File: config.mk
export PLATFORM = sky130hd
export DESIGN_NAME = muxn_skid_flat
export DESIGN_NICKNAME = d
export VERILOG_FILES = /design/src/rtl/rv_mux_pkg.sv /design/src/rtl/muxn_skid_if.sv /design/src/rtl/muxn_sel.sv /design/src/rtl/muxn_skid.sv /design/src/flat_wrapper.sv
export SDC_FILE = /design/constraint.sdc
export NUM_CORES = 1
export LEC_CHECK = 0
export BUFFER_PORTS_ARGS = -buffer_cell sky130_fd_sc_hd__buf_2
export CORE_MARGIN = 2
export CORE_UTILIZATION = 44
export CTS_CLUSTER_SIZE = 40
export DETAILED_ROUTE_END_ITERATION = 8
export PLACE_DENSITY = 0.85
export SLEW_MARGIN = 20
export SYNTH_ARGS = -nofsm -noshare
export SYNTH_HDL_FRONTEND = slang
export SYNTH_SLANG_ARGS = --single-unit
File: constraint.sdc
create_clock -name clk -period 1.9 [get_ports clk]
set_input_delay 0.38 -clock clk [delete_from_list [all_inputs] [get_ports clk]]
set_output_delay 0.38 -clock clk [all_outputs]
set_load 0.005 [all_outputs]
File: src/rtl/rv_mux_pkg.sv
// Shared definitions for the registered N:1 mux with skid buffer:
// default sizing and the occupancy state encoding.
package rv_mux_pkg;

   localparam int DEFAULT_DATA_WIDTH = 32;
   localparam int DEFAULT_NUM_INPUTS = 4;

   // Occupancy of the two-entry output stage.
   typedef enum logic [1:0] {
      ST_EMPTY = 2'd0,
      ST_ONE   = 2'd1,
      ST_TWO   = 2'd2
   } skid_state_t;

endpackage : rv_mux_pkg

File: src/rtl/muxn_skid_if.sv
// Handshake and data bundle for muxn_skid: upstream valid/ready with the
// flattened inputs and select, downstream valid/ready with y and sel_err.
interface muxn_skid_if #(
   parameter int DATA_WIDTH = 32,
   parameter int NUM_INPUTS = 4,
   parameter int SEL_WIDTH  = $clog2(NUM_INPUTS)
) ();

   logic                             in_valid;
   logic                             in_ready;
   logic [SEL_WIDTH-1:0]             sel;
   logic [NUM_INPUTS*DATA_WIDTH-1:0] data_in;
   logic                             out_valid;
   logic                             out_ready;
   logic [DATA_WIDTH-1:0]            y;
   logic                             sel_err;

   modport master (
      output in_valid, sel, data_in, out_ready,
      input  in_ready, out_valid, y, sel_err
   );

   modport slave (
      input  in_valid, sel, data_in, out_ready,
      output in_ready, out_valid, y, sel_err
   );

endinterface : muxn_skid_if

File: src/rtl/muxn_sel.sv
// Combinational N:1 selector with range check; out-of-range selects
// return DEFAULT_VALUE and flag err.
module muxn_sel
   import rv_mux_pkg::*;
#(
   parameter int                    DATA_WIDTH    = DEFAULT_DATA_WIDTH,
   parameter int                    NUM_INPUTS    = DEFAULT_NUM_INPUTS,
   parameter int                    SEL_WIDTH     = $clog2(NUM_INPUTS),
   parameter logic [DATA_WIDTH-1:0] DEFAULT_VALUE = '0
) (
   input  logic [NUM_INPUTS*DATA_WIDTH-1:0] data_in,
   input  logic [SEL_WIDTH-1:0]             sel,
   output logic [DATA_WIDTH-1:0]            data,
   output logic                             err
);

   // Equality against each legal index keeps the range check free of
   // mixed-width comparisons; no match means sel >= NUM_INPUTS.
   always_comb begin
      data = DEFAULT_VALUE;
      err  = 1'b1;
      for (int k = 0; k < NUM_INPUTS; k++) begin
         if (sel == SEL_WIDTH'(k)) begin
            data = data_in[k*DATA_WIDTH +: DATA_WIDTH];
            err  = 1'b0;
         end
      end
   end

endmodule : muxn_sel

File: src/rtl/muxn_skid.sv
// Registered N:1 mux with a two-entry skid stage; in_ready depends only on
// registered state so there is no combinational path from out_ready.
module muxn_skid
   import rv_mux_pkg::*;
#(
   parameter int                    DATA_WIDTH    = DEFAULT_DATA_WIDTH,
   parameter int                    NUM_INPUTS    = DEFAULT_NUM_INPUTS,
   parameter int                    SEL_WIDTH     = $clog2(NUM_INPUTS),
   parameter logic [DATA_WIDTH-1:0] DEFAULT_VALUE = '0
) (
   input  logic        clk,
   input  logic        rstn,
   input  logic        en,
   muxn_skid_if.slave  bus
);

   logic [DATA_WIDTH-1:0] sel_data;
   logic                  sel_err_c;

   skid_state_t           state_p1;
   skid_state_t           state_nxt;
   logic                  alive_p1;
   logic [DATA_WIDTH-1:0] main_data_p1;
   logic                  main_err_p1;
   logic [DATA_WIDTH-1:0] skid_data_p1;
   logic                  skid_err_p1;

   logic                  in_ready_c;
   logic                  out_valid_c;
   logic                  accept;
   logic                  deliver;
   logic                  ld_main_in;
   logic                  ld_main_skid;
   logic                  ld_skid;

   muxn_sel #(
      .DATA_WIDTH    (DATA_WIDTH),
      .NUM_INPUTS    (NUM_INPUTS),
      .SEL_WIDTH     (SEL_WIDTH),
      .DEFAULT_VALUE (DEFAULT_VALUE)
   ) u_sel (
      .data_in (bus.data_in),
      .sel     (bus.sel),
      .data    (sel_data),
      .err     (sel_err_c)
   );

   // alive_p1 keeps in_ready low until the first enabled edge after reset.
   assign in_ready_c  = en & alive_p1 & (state_p1 != ST_TWO);
   assign out_valid_c = (state_p1 == ST_ONE) | (state_p1 == ST_TWO);
   assign accept      = en & bus.in_valid & in_ready_c;
   assign deliver     = en & out_valid_c & bus.out_ready;

   always_comb begin
      state_nxt    = state_p1;
      ld_main_in   = 1'b0;
      ld_main_skid = 1'b0;
      ld_skid      = 1'b0;
      unique case (state_p1)
         ST_EMPTY: begin
            if (accept) begin
               state_nxt  = ST_ONE;
               ld_main_in = 1'b1;
            end
         end
         ST_ONE: begin
            if (accept && deliver) begin
               ld_main_in = 1'b1;
            end else if (accept) begin
               state_nxt = ST_TWO;
               ld_skid   = 1'b1;
            end else if (deliver) begin
               state_nxt = ST_EMPTY;
            end
         end
         ST_TWO: begin
            // in_ready is low here, so only a deliver can happen.
            if (deliver) begin
               state_nxt    = ST_ONE;
               ld_main_skid = 1'b1;
            end
         end
         default: state_nxt = ST_EMPTY;
      endcase
   end

   // ---- stage p1: occupancy and entry registers ----
   always_ff @(posedge clk or negedge rstn) begin
      if (!rstn) begin
         state_p1     <= ST_EMPTY;
         alive_p1     <= 1'b0;
         main_data_p1 <= DEFAULT_VALUE;
         main_err_p1  <= 1'b0;
         skid_data_p1 <= '0;
         skid_err_p1  <= 1'b0;
      end else begin
         state_p1 <= state_nxt;
         if (en) begin
            alive_p1 <= 1'b1;
         end
         if (ld_main_in) begin
            main_data_p1 <= sel_data;
            main_err_p1  <= sel_err_c;
         end else if (ld_main_skid) begin
            main_data_p1 <= skid_data_p1;
            main_err_p1  <= skid_err_p1;
         end
         if (ld_skid) begin
            skid_data_p1 <= sel_data;
            skid_err_p1  <= sel_err_c;
         end
      end
   end

   assign bus.in_ready  = in_ready_c;
   assign bus.out_valid = out_valid_c;
   assign bus.y         = main_data_p1;
   assign bus.sel_err   = main_err_p1;

endmodule : muxn_skid

File: src/flat_wrapper.sv
// flat-port wrapper written by rule: the top's interface ports become plain ports
module muxn_skid_flat import rv_mux_pkg::*;
#(
   parameter int                    DATA_WIDTH    = DEFAULT_DATA_WIDTH,
   parameter int                    NUM_INPUTS    = DEFAULT_NUM_INPUTS,
   parameter int                    SEL_WIDTH     = $clog2(NUM_INPUTS),
   parameter logic [DATA_WIDTH-1:0] DEFAULT_VALUE = '0
)
  (clk, rstn, en, bus_in_valid, bus_sel, bus_data_in, bus_out_ready, bus_in_ready, bus_out_valid, bus_y, bus_sel_err);
  muxn_skid_if #(.DATA_WIDTH(DATA_WIDTH), .NUM_INPUTS(NUM_INPUTS), .SEL_WIDTH(SEL_WIDTH)) bus_i ();
  input  logic clk;
  input  logic rstn;
  input  logic en;
  input wire logic [$bits(bus_i.in_valid)-1:0] bus_in_valid;
  input wire logic [$bits(bus_i.sel)-1:0] bus_sel;
  input wire logic [$bits(bus_i.data_in)-1:0] bus_data_in;
  input wire logic [$bits(bus_i.out_ready)-1:0] bus_out_ready;
  output wire logic [$bits(bus_i.in_ready)-1:0] bus_in_ready;
  output wire logic [$bits(bus_i.out_valid)-1:0] bus_out_valid;
  output wire logic [$bits(bus_i.y)-1:0] bus_y;
  output wire logic [$bits(bus_i.sel_err)-1:0] bus_sel_err;
  assign bus_i.in_valid = bus_in_valid;
  assign bus_i.sel = bus_sel;
  assign bus_i.data_in = bus_data_in;
  assign bus_i.out_ready = bus_out_ready;
  assign bus_in_ready = bus_i.in_ready;
  assign bus_out_valid = bus_i.out_valid;
  assign bus_y = bus_i.y;
  assign bus_sel_err = bus_i.sel_err;
  muxn_skid #(.DATA_WIDTH(DATA_WIDTH), .NUM_INPUTS(NUM_INPUTS), .SEL_WIDTH(SEL_WIDTH), .DEFAULT_VALUE(DEFAULT_VALUE)) u_core (.clk(clk), .rstn(rstn), .en(en), .bus(bus_i));
endmodule
Yosys cells after proc, flatten, opt, wreduce, memory -nomap -nowiden

Cells that the tools add are included.

Flip-flop bits (word level): 69
Bits of input ports: 135
Output and inout port bits: 35

Equality and inequality tests: 10
Muxes and demuxes: 25
Bitwise logic cells: 7
Reductions and logical operators: 5

Operator list:

| operator           | number |
|---|---|
| $mux 32            | 6 |
| $mux 1             | 12 |
| $mux 2             | 5 |
| $and 1x1->1        | 6 |
| $eq 2x2->1 const B | 3 |
| $pmux 2 s3         | 1 |
| $eq 2x1->1 const B | 2 |
| $logic_not 2->1    | 2 |
| $ne 2x1->1 const B | 2 |
| $ne 2x2->1 const B | 2 |
| $reduce_and 4->1   | 1 |
| $ne 3x1->1 const B | 1 |
| $pmux 1 s2         | 1 |
| $reduce_bool 2->1  | 1 |
| $logic_and 1x1->1  | 1 |
| $or 1x1->1         | 1 |

Logic depth before layout (Yosys ltp)

Gate-level depths: netlist (run 1).

Depth in word-level cells: 8
Mapped depth: 7

Modules after synthesis

From an unflattened synthesis (run 1), not the netlist that was laid out.

Cells, all modules: 278
Area, all modules: 3931.3 µm²

By module, submodules not included:

| module    | instances | cells each | area each (µm²) |
|---|---|---|---|
| muxn_skid | 1         | 237        | 3105.5 |
| muxn_sel  | 1         | 41         | 825.8 |

Worst setup path before layout (run 1)

No wires, ideal clock.

Kind: register to register
Start: reg u_core.state_p1[0]
End: reg u_core.main_data_p1[0], in the netlist u_core.bus.y[0]
Data arrival time: 1.726 ns
Required time: 1.775 ns
Setup slack: 0.050 ns
Stages on the path, launching flop included: 7
Path buffers: 1
Path through: dfrtp_1 inv_1 ha_1 and4_1 o21ai_4 buf_6 mux2_2

Word-level cells in the longest chain between the ends: 8
Elaborated cells between the ends (all ways): 17

RTL lines:

| item                                         | line               | source |
|---|---|---|
| start, declared                              | muxn_skid.sv:20    | `skid_state_t state_p1;` |
| start signal, assigned                       | muxn_skid.sv:97    | `state_p1 <= state_nxt;` |
| $eq 2x1->1 or $eq 2x2->1 (tied branches)     | muxn_skid.sv:50    | `assign out_valid_c = (state_p1 == ST_ONE) \| (state_p1 == ST_TWO);` |
| $or 1x1->1 *                                 | muxn_skid.sv:50    |  |
| net bus_out_valid                            | flat_wrapper.sv:19 | `output wire logic [$bits(bus_i.out_valid)-1:0] bus_out_valid;` |
| $and 1x1->1 * (2 in a row)                   | muxn_skid.sv:52    | `assign deliver = en & out_valid_c & bus.out_ready;` |
| $logic_and 1x1->1                            | muxn_skid.sv:67    | `if (accept && deliver) begin` |
| $mux 1                                       | muxn_skid.sv:67    |  |
| $pmux 1 s2                                   | muxn_skid.sv:59    | `unique case (state_p1)` |
| $mux 32 or $reduce_bool 2->1 (tied branches) | -                  |  |
| end signal, assigned                         | muxn_skid.sv:102   | `main_data_p1 <= sel_data;` |
| end signal, assigned                         | muxn_skid.sv:105   | `main_data_p1 <= skid_data_p1;` |
| end, declared                                | muxn_skid.sv:23    | `logic [DATA_WIDTH-1:0] main_data_p1;` |

The timed path passes the listed nets; every way through them passes the cells marked *.
A chain may end at the register's enable or synchronous reset.

Final worst setup path (run 1)

Start: reg u_core.state_p1[1]
End: reg u_core.main_data_p1[14], in the netlist u_core.bus.y[14]

Word-level cells in the longest chain between the ends: 8
Elaborated cells between the ends (all ways): 17

RTL lines:

| item                                         | line |
|---|---|
| $eq 2x1->1 or $eq 2x2->1 (tied branches)     | muxn_skid.sv:50, muxn_skid.sv:59 |
| $or 1x1->1                                   | muxn_skid.sv:50 |
| $and 1x1->1 (2 in a row)                     | muxn_skid.sv:52 |
| $logic_and 1x1->1                            | muxn_skid.sv:67 |
| $mux 1                                       | muxn_skid.sv:67 |
| $pmux 1 s2                                   | muxn_skid.sv:59 |
| $mux 32 or $reduce_bool 2->1 (tied branches) | - |

Parallel ways exist; a longest one is shown, timed or not.

==> impl_metrics.csv, run 1 <==
group,metric,value,unit
run_status,status,"finished clean",
detailed_routing,drt_pre_antenna_iters,5,
detailed_routing,wl_per_cell,17.6,microns
clock_network,cts_sinks,69,
critical_path,worst_setup_path_start_kind,"register",
critical_path,crit_path_max_fanout,8,
yosys,synth_edf_count,0,
sta,slew_headroom,71.3,%
cells_and_area,layout_commonest_cell,"buf_2",
yosys,yosys_warnings,0,
cells_and_area,final_layout_size_suffix_gt1_share,79.8,%
clock_network,cts_made_buffers,9,
pwr,seq_power_share,38.5,%
placed_design,place_area,0.00514,sq mm
yosys,syn_area,0.00407,sq mm
detailed_routing,drc,0,
critical_path,arrival,2.08,ns
placed_design,dp_hpwl,7.22,mm
critical_path,worstSetupPathType,"reg -> reg",
global_routing,grt_pass1_vias,3302,
sta,hold_viol,0,
yosys,synthArstFlopShare,100,%
cells_and_area,final_nets,574,
cells_and_area,areaGrowthSynthToFinish,35.8,%
clock_network,clock_latency,0.34,ns
sta,fmax,541,MHz
clock_network,cts_buffer_depth,2,
yosys,seq_area_frac_synth,42.5,%
pwr,ir_drop,0.526,mV
die,initial_core_util,44.6,%
yosys,synth_ff_type,"dfrtp_1",
sta,whs,0.368,ns
critical_path,r2r_cells,7,
sta,slew_violations,0,
worst_hold_path,min-delay-start,"en",
pwr,p_switching,1.93,mW
cells_and_area,final_cell_mix,"buf_2, dfrtp_1, mux2_2",
pwr,p_leak,2.74,nW
clock_network,path_clk_slew,0.08,ns
pwr,internal-power,4.63,mW
cells_and_area,design_area,0.00552,sq mm
die,die_w,100,microns
sta,finClkSkew,0.00916,ns
placed_design,port_buffers,169,
cells_and_area,antenna_cells,0,
yosys,synthCells,248,
sta,setup_viol,0,
pwr,switching_share,29.4,%
detailed_routing,drt-vias-per-instance,5.36,
pwr,clockPowerShare,18.4,%
yosys,ys_seq_elements,69,
critical_path,crit_start,"u_core.state_p1[1]",
critical_path,crit_path_top_delay_cell,"dfrtp_2",
critical_path,crit_chain,"inv_2, ha_4, and4_4, o21ai_4, buf_6, buf_12, mux2_2",
placed_design,gp_congestion,0.902,
detailed_routing,final_antenna_net_count,0,
pwr,p_per_area,1190,mW/mm^2
detailed_routing,route.final.wire_length,9.72,mm
die,dieArea,0.0100,sq mm
detailed_routing,dr.first_iter.drc_count,87,
worst_hold_path,hp-class,"in -> reg",
pwr,design_power_total,6.55,mW
die,ios,170,
yosys,yosysUniqueCellTypes,29,
sta,fin_crit_sh,97.4,%
critical_path,end_kind,"register",
die,die_y,100,microns
clock_network,root_buffer,"clkbuf_8",
yosys,synth_fp_nets,387,
sta,fin_crit,1.85,ns
yosys,syn_area_per_cell,16.4,sq um
critical_path,cpPeakStageDelay,0.45,ns
job,max_cap_violations,0,
critical_path,rr_startpoint,"u_core.state_p1[1]",
pwr,pwr-share-comb,43.1,%
sta,rsz0062_at_grt,"yes",
critical_path,cp_data_required_time,2.13,ns
global_routing,antenna_found_initial,0,
global_routing,overflow,0,
clock_network,htree_levels,3,
worst_hold_path,hold_depth,2,
sta,setup_tns,0,ns
global_routing,grt_pass1_wl,15.7,mm
die,core-area,0.00911,sq mm
clock_network,tritoncts,"done",
detailed_routing,via_count,2954,
die,row_count,35,
sta,worst_pin_slew,0.431,ns
global_routing,grtUsageTotal,20.2,%
global_routing,grt_max_degree,40,
path summary, 6_finish.rpt:
check	to	slack, ns
max in group asynchronous	u_core.state_p1[1]	0.81
min	u_core.alive_p1	0.37
max	u_core.bus.y[14]	0.05
min in group asynchronous	u_core.skid_data_p1[17]	0.52
min reg2reg	u_core.skid_err_p1	0.49
max reg2reg	u_core.bus.y[14]	0.05
worst max-delay path, delay by kind of cell (launching register included):
kind / cells / cell delay, ns
AND/OR/NAND/NOR: 1 / 0.18
adder cells (fa/ha/maj): 1 / 0.22
buffers and inverters: 3 / 0.39
flip-flops: 1 / 0.45
AO/OA/AOI/OAI: 1 / 0.17
multiplexers: 1 / 0.34
cell type report:
type,instances,area [sq um]
inverter,2,7.51
clock buffer,9,124
sequential,69,1730
multi-input combinational,159,2240
timing repair buffer,194,1210
clock inverter,7,73.8
tap,111,139
fill,733,3590
per-layer routing:
layer  global-route usage, %  wire length (microns)
met1                    24.9                   3970
met2                    35.7                   5010
met3                    4.94                    563
met4                    5.37                    181
met5                       0                      0
cell usage after synthesis, drive strengths merged, types with 2 or more instances:
| library cell | count | area [sq um] |
|---|---|---|
| and2 | 2 | 12.5 |
| ha | 4 | 50.1 |
| or2 | 2 | 12.5 |
| inv | 2 | 7.51 |
| dfrtp | 69 | 1730 |
| nor2 | 2 | 7.51 |
| nand2 | 2 | 7.51 |
| mux2 | 97 | 1200 |
| a211oi | 2 | 15.0 |
| a21oi | 2 | 10.0 |
| mux4 | 32 | 721 |
| buf | 15 | 144 |
| nand3 | 3 | 27.5 |
| o21ai | 2 | 21.3 |
| a211o | 2 | 17.5 |
| clkbuf | 3 | 11.3 |
power by group through the flow:
stage	Combinational [mW]	Sequential (mW)	Clock (mW)
finish	2.82	2.52	1.21
CTS	2.69	2.51	1.24
floorplan	1.68	2.48	0
global placement	2.46	2.50	0
detailed placement	2.59	2.53	0
global route	3.06	2.61	1.31
flip-flops by register name, summed over array words and instances (netlist names):
signal	count
u_core.skid_data_p1	32
u_core.alive_p1	1
u_core.bus.y	32
u_core.state_p1	2
u_core.skid_err_p1	1
u_core.bus.sel_err	1
cells by family (layout without fill, tap and decap cells):
| logic type | after synthesis | count (layout) | synth area share, % |
|---|---|---|---|
| compound gates | 9 | 9 | 1.82 |
| flops | 69 | 69 | 42.5 |
| fa+ha+maj | 4 | 4 | 1.23 |
| simple gates | 17 | 17 | 3.20 |
| mux | 129 | 129 | 47.3 |
| buf+inv | 20 | 212 | 4.00 |
metrics by stage:
step | util (%) | std cells | setup slack (ns)
after detailed placement | 56.5 | 526 | -0.0204
after global routing | 60.6 | 551 | -0.0391
after global placement | 56.5 | 526 | 0.0242
after floorplan | - | 248 | 0.0496
final | 60.6 | 551 | 0.0500
after CTS | 59.5 | 547 | -0.0142
timing repair:
item	in CTS	in global routing
pin swaps	1	3
hold endpoints to repair	30	0
setup buffers	3	4
hold buffers	1	0
cloned	1	1
gates resized for setup	5	13
setup endpoints to repair	55	54
(Power assumes the default switching activity.)
==> inputs of run 2 (changes only) <==
Settings changed: CORE_UTILIZATION 44 to 45, CTS_BUF_LIST set to sky130_fd_sc_hd__clkbuf_8, PLACE_DENSITY 0.85 to 0.79.
==> impl_metrics.csv, run 2 (synthesis gave the netlist of run 1 again) <==
group,metric,value,unit
sta,fmax,539,MHz
global_routing,overflow,0,
pwr,p_leak,2.70,nW
placed_design,gp_congestion,0.869,
placed_design,place_ws,-0.0343,ns
critical_path,crit_top_cell,"buf_4",
pwr,ir_drop,0.545,mV
placed_design,port_buffers,169,
worst_hold_path,hp-class,"in -> reg",
sta,fin_crit_sh,97.6,%
clock_network,root_buffer,"clkbuf_8",
die,dieArea,0.00981,sq mm
run_status,status,"finished clean",
die,initial_core_util,46.6,%
detailed_routing,dr.first_iter.drc_count,60,
clock_network,cts_made_buffers,9,
cells_and_area,final_cell_mix,"buf_2, dfrtp_1, mux2_2",
cells_and_area,antenna_cells,0,
cells_and_area,final_layout_size_suffix_gt1_share,78.8,%
cells_and_area,instances_no_fill,547,
detailed_routing,route.final.wire_length,9.39,mm
clock_network,cts_sinks,69,
clock_network,htree_levels,3,
global_routing,antenna_found_initial,0,
placed_design,dp_hpwl,6.99,mm
critical_path,crit_chain,"buf_4, ha_1, buf_4, or2_2, a211o_1, a32o_1",
die,die_y,99.0,microns
sta,setup_ws,0.0459,ns
critical_path,end_kind,"register",
critical_path,worstSetupPathType,"reg -> reg",
clock_network,tritoncts,"done",
detailed_routing,final_antenna_net_count,0,
detailed_routing,drt-vias-per-instance,5.29,
job,max_cap_violations,0,
critical_path,crit_path_max_fanout,3,
die,ios,170,
critical_path,worst_setup_path_start_kind,"register",
sta,slew_violations,0,
critical_path,crit_path_top_delay_cell,"dfrtp_1",
global_routing,grtUsageTotal,20.0,%
critical_path,critPathTopFamily,"compound AO/OA/AOI/OAI gates",
die,die_w,99.0,microns
clock_network,clock_latency,0.34,ns
critical_path,cp_data_required_time,2.12,ns
die,core-area,0.00872,sq mm
sta,fin_crit,1.85,ns
die,row_count,34,
clock_network,cts_buffer_depth,2,
cells_and_area,final_util,62.9,%
critical_path,rr_startpoint,"u_core.state_p1[0]",
detailed_routing,drt_pre_antenna_iters,4,
global_routing,grt_pass1_wl,15.1,mm
critical_path,critPathBufInv,2,
detailed_routing,wl_per_cell,17.2,microns
sta,hold_viol,0,
sta,setup_viol,0,
cells_and_area,fill_cells,664,
worst_hold_path,min-delay-start,"en",
sta,rsz0062_at_grt,"yes",
global_routing,grt_pass1_vias,3216,
cells_and_area,areaGrowthSynthToFinish,34.8,%
critical_path,r2r_slack,0.05,ns
pwr,p_per_area,1190,mW/mm^2
clock_network,path_clk_slew,0.07,ns
critical_path,arrival,2.08,ns
sta,finClkSkew,0.00999,ns
sta,slew_headroom,72.0,%
critical_path,crit_start,"u_core.state_p1[0]",
critical_path,cpPeakStageDelay,0.39,ns
global_routing,grt_max_degree,33,
cells_and_area,final_nets,573,
cells_and_area,layout_commonest_cell,"buf_2",
placed_design,dp_cells,525,
detailed_routing,via_count,2891,
sta,worst_pin_slew,0.420,ns
detailed_routing,drc,0,
==> run 2: cell count changes in the layout (fill, tap and decap cells not counted), sizes merged <==
cell      delta
clkinvlp     +1
buf          +1
bufbuf       -1
inv          -1
clkinv       -2
bufinv       +1
==> run 2: worst paths after layout <==
check                      cells past startpoint                 endpoint
setup / recovery                               6       u_core.state_p1[0]
min in group asynchronous                      2         u_core.bus.y[28]
setup reg to reg                               6       u_core.state_p1[0]
max in group asynchronous                      3  u_core.skid_data_p1[12]
hold / removal                                 2          u_core.alive_p1
hold reg to reg                                1       u_core.skid_err_p1
==> run 2: routing by layer <==
layer  wire [microns]  global-route usage (%)  up-vias
li1                 -                       -     1329
met1             3740                    24.3     1427
met2             4850                    34.1      120
met3              622                    4.04       15
met4              173                    9.48        0
met5                0                       0        -
==> run 2: what timing repair did <==
item	in CTS	in global routing
gates cloned	1	0
setup endpoints to repair	34	63
resized for setup	2	6
hold endpoints to repair	30	0
hold buffers	1	0
setup buffers	3	1
pin swaps	1	2
==> run 2: through the flow <==
stage	hold slack, ns	instance area, sq um	total power [mW]	setup TNS [ns]
2_1_floorplan	0.0844	4070	4.16	0
4_1_cts	0.351	5470	6.57	-0.0408
3_5_place_dp	0.343	5170	5.13	-0.580
5_1_grt	0.382	5480	6.94	-0.0136
3_3_place_gp	0.342	5170	4.97	0
6_report	0.378	5480	6.53	0
==> run 2: cell type report <==
type,count,area [sq um],share of cell area [%]
clock buffers,10,138,2.51
clock inverters,6,87.6,1.60
inverters,2,7.51,0.137
multi-input cells,159,2190,40.0
flip-flops and latches,69,1730,31.5
well taps,108,135,2.47
repair buffers,193,1190,21.8
==> run 2: power by group <==
part	total [mW]	leakage, nW	switching (mW)	internal [mW]
Combinational	2.70	1.75	0.934	1.77
Sequential	2.51	0.842	0.353	2.15
Clock	1.32	0.110	0.549	0.772
==> inputs of run 3 (changes only) <==
Settings changed: RECOVER_POWER set to 100.
==> impl_metrics.csv, run 3 (synthesis gave the netlist of run 1 again) <==
group,metric,value,unit
run_status,status,"finished clean",
placed_design,gp_congestion,0.869,
critical_path,crit_path_max_fanout,3,
sta,setup_ws,0.0505,ns
placed_design,dp_cells,525,
cells_and_area,antenna_cells,0,
pwr,ir_drop,0.544,mV
clock_network,path_clk_slew,0.07,ns
die,initial_core_util,46.6,%
critical_path,arrival,2.07,ns
sta,fin_crit,1.85,ns
critical_path,worstSetupPathType,"reg -> reg",
die,die_y,99.0,microns
critical_path,crit_chain,"buf_4, ha_1, buf_4, or2_2, a211o_1, a32o_1",
critical_path,worst_setup_path_start_kind,"register",
sta,worst_pin_slew,0.779,ns
sta,hold_viol,0,
cells_and_area,final_cell_mix,"buf_2, dfrtp_1, mux2_2",
critical_path,critPathBufInv,2,
cells_and_area,layout_commonest_cell,"buf_2",
die,core-area,0.00872,sq mm
placed_design,place_area,0.00517,sq mm
global_routing,antenna_found_initial,0,
cells_and_area,final_nets,573,
critical_path,cpPeakStageDelay,0.39,ns
global_routing,grt_max_degree,33,
detailed_routing,final_antenna_net_count,0,
clock_network,clock_latency,0.34,ns
die,dieArea,0.00981,sq mm
pwr,p_leak,2.64,nW
clock_network,tritoncts,"done",
critical_path,cp_data_required_time,2.12,ns
sta,fin_crit_sh,97.3,%
global_routing,overflow,0,
die,ios,170,
placed_design,place_ws,-0.0343,ns
clock_network,root_buffer,"clkbuf_8",
sta,slew_violations,0,
clock_network,htree_levels,3,
sta,setup_viol,0,
sta,setup_tns,0,ns
detailed_routing,wl_per_cell,17.1,microns
sta,finClkSkew,0.0101,ns
cells_and_area,instances_no_fill,547,
cells_and_area,areaGrowthSynthToFinish,33.9,%
global_routing,grtUsageTotal,20.0,%
placed_design,port_buffers,169,
detailed_routing,drt_pre_antenna_iters,4,
global_routing,grt_pass1_vias,3216,
clock_network,cts_buffer_depth,2,
sta,rsz0062_at_grt,"yes",
critical_path,crit_top_cell,"buf_4",
clock_network,cts_sinks,69,
clock_network,cts_made_buffers,9,
sta,fmax,541,MHz
placed_design,dp_hpwl,6.99,mm
job,max_cap_violations,0,
detailed_routing,route.final.wire_length,9.38,mm
critical_path,crit_path_top_delay_cell,"dfrtp_1",
detailed_routing,dr.first_iter.drc_count,61,
pwr,p_per_area,1190,mW/mm^2
detailed_routing,via_count,2894,
detailed_routing,drt-vias-per-instance,5.29,
critical_path,critPathTopFamily,"compound AO/OA/AOI/OAI gates",
cells_and_area,design_area,0.00544,sq mm
critical_path,end_kind,"register",
cells_and_area,final_layout_size_suffix_gt1_share,74.9,%
die,row_count,34,
sta,slew_headroom,48.1,%
detailed_routing,drc,0,
global_routing,grt_pass1_wl,15.1,mm
die,die_w,99.0,microns
worst_hold_path,hp-class,"in -> reg",
[run 3: cell types whose count changed in the layout (fill, tap and decap cells not counted)]
| cell | delta |
|---|---|
| clkbuf_2 | +2 |
| buf_12 | -1 |
| buf_4 | -2 |
| buf_2 | -17 |
| clkbuf_4 | +1 |
| clkbuf_1 | +17 |
[run 3: layer usage]
metal / vias to the layer above / global-route usage [%] / wire length [microns]
li1: 1328 / - / -
met1: 1429 / 24.3 / 3700
met2: 120 / 34.1 / 4850
met3: 17 / 4.04 / 635
met4: 0 / 9.48 / 195
met5: - / 0 / 0
[run 3: repair_timing]
| item | CTS | global route |
|---|---|---|
| gates cloned | 1 | 0 |
| pin swaps | 1 | 2 |
| endpoints found under the setup margin | 34 | 63 |
| hold buffers | 1 | 0 |
| hold endpoints to repair | 30 | 0 |
| setup buffers | 3 | 1 |
| resized for setup | 2 | 6 |
[run 3: cell type report]
type	count	area, sq um
fillers	676	3280
multi-input cells	159	2190
flip-flops and latches	69	1730
repair buffers	193	1150
clock buffers	10	138
well taps	108	135
clock inverters	6	87.6
inverters	2	7.51
[run 3: power by group]
| part | switching (mW) | internal, mW |
|---|---|---|
| Clock | 0.547 | 0.772 |
| Sequential | 0.359 | 2.15 |
| Combinational | 0.934 | 1.72 |
[run 3: stage by stage]
step                total power, mW  util, %  hold WS [ns]
floorplan                      4.16        -        0.0844
global placement               4.97     59.2         0.342
detailed placement             5.13     59.2         0.343
CTS                            6.57     62.7         0.351
global route                   6.90     62.4         0.382
finish                         6.48     62.4         0.379
[run 3: final timing paths]
kind	from	end	slack (ns)	cells after the start
worst max-delay path	u_core.state_p1[0]	u_core.state_p1[0]	0.05	6
worst min-delay path	en	u_core.alive_p1	0.38	2
worst max register to register	u_core.state_p1[0]	u_core.state_p1[0]	0.05	6
worst min register to register	u_core.skid_err_p1	u_core.skid_err_p1	0.51	1
max in group asynchronous	rstn	u_core.skid_data_p1[24]	0.34	3
min in group asynchronous	rstn	u_core.bus.y[28]	0.66	2
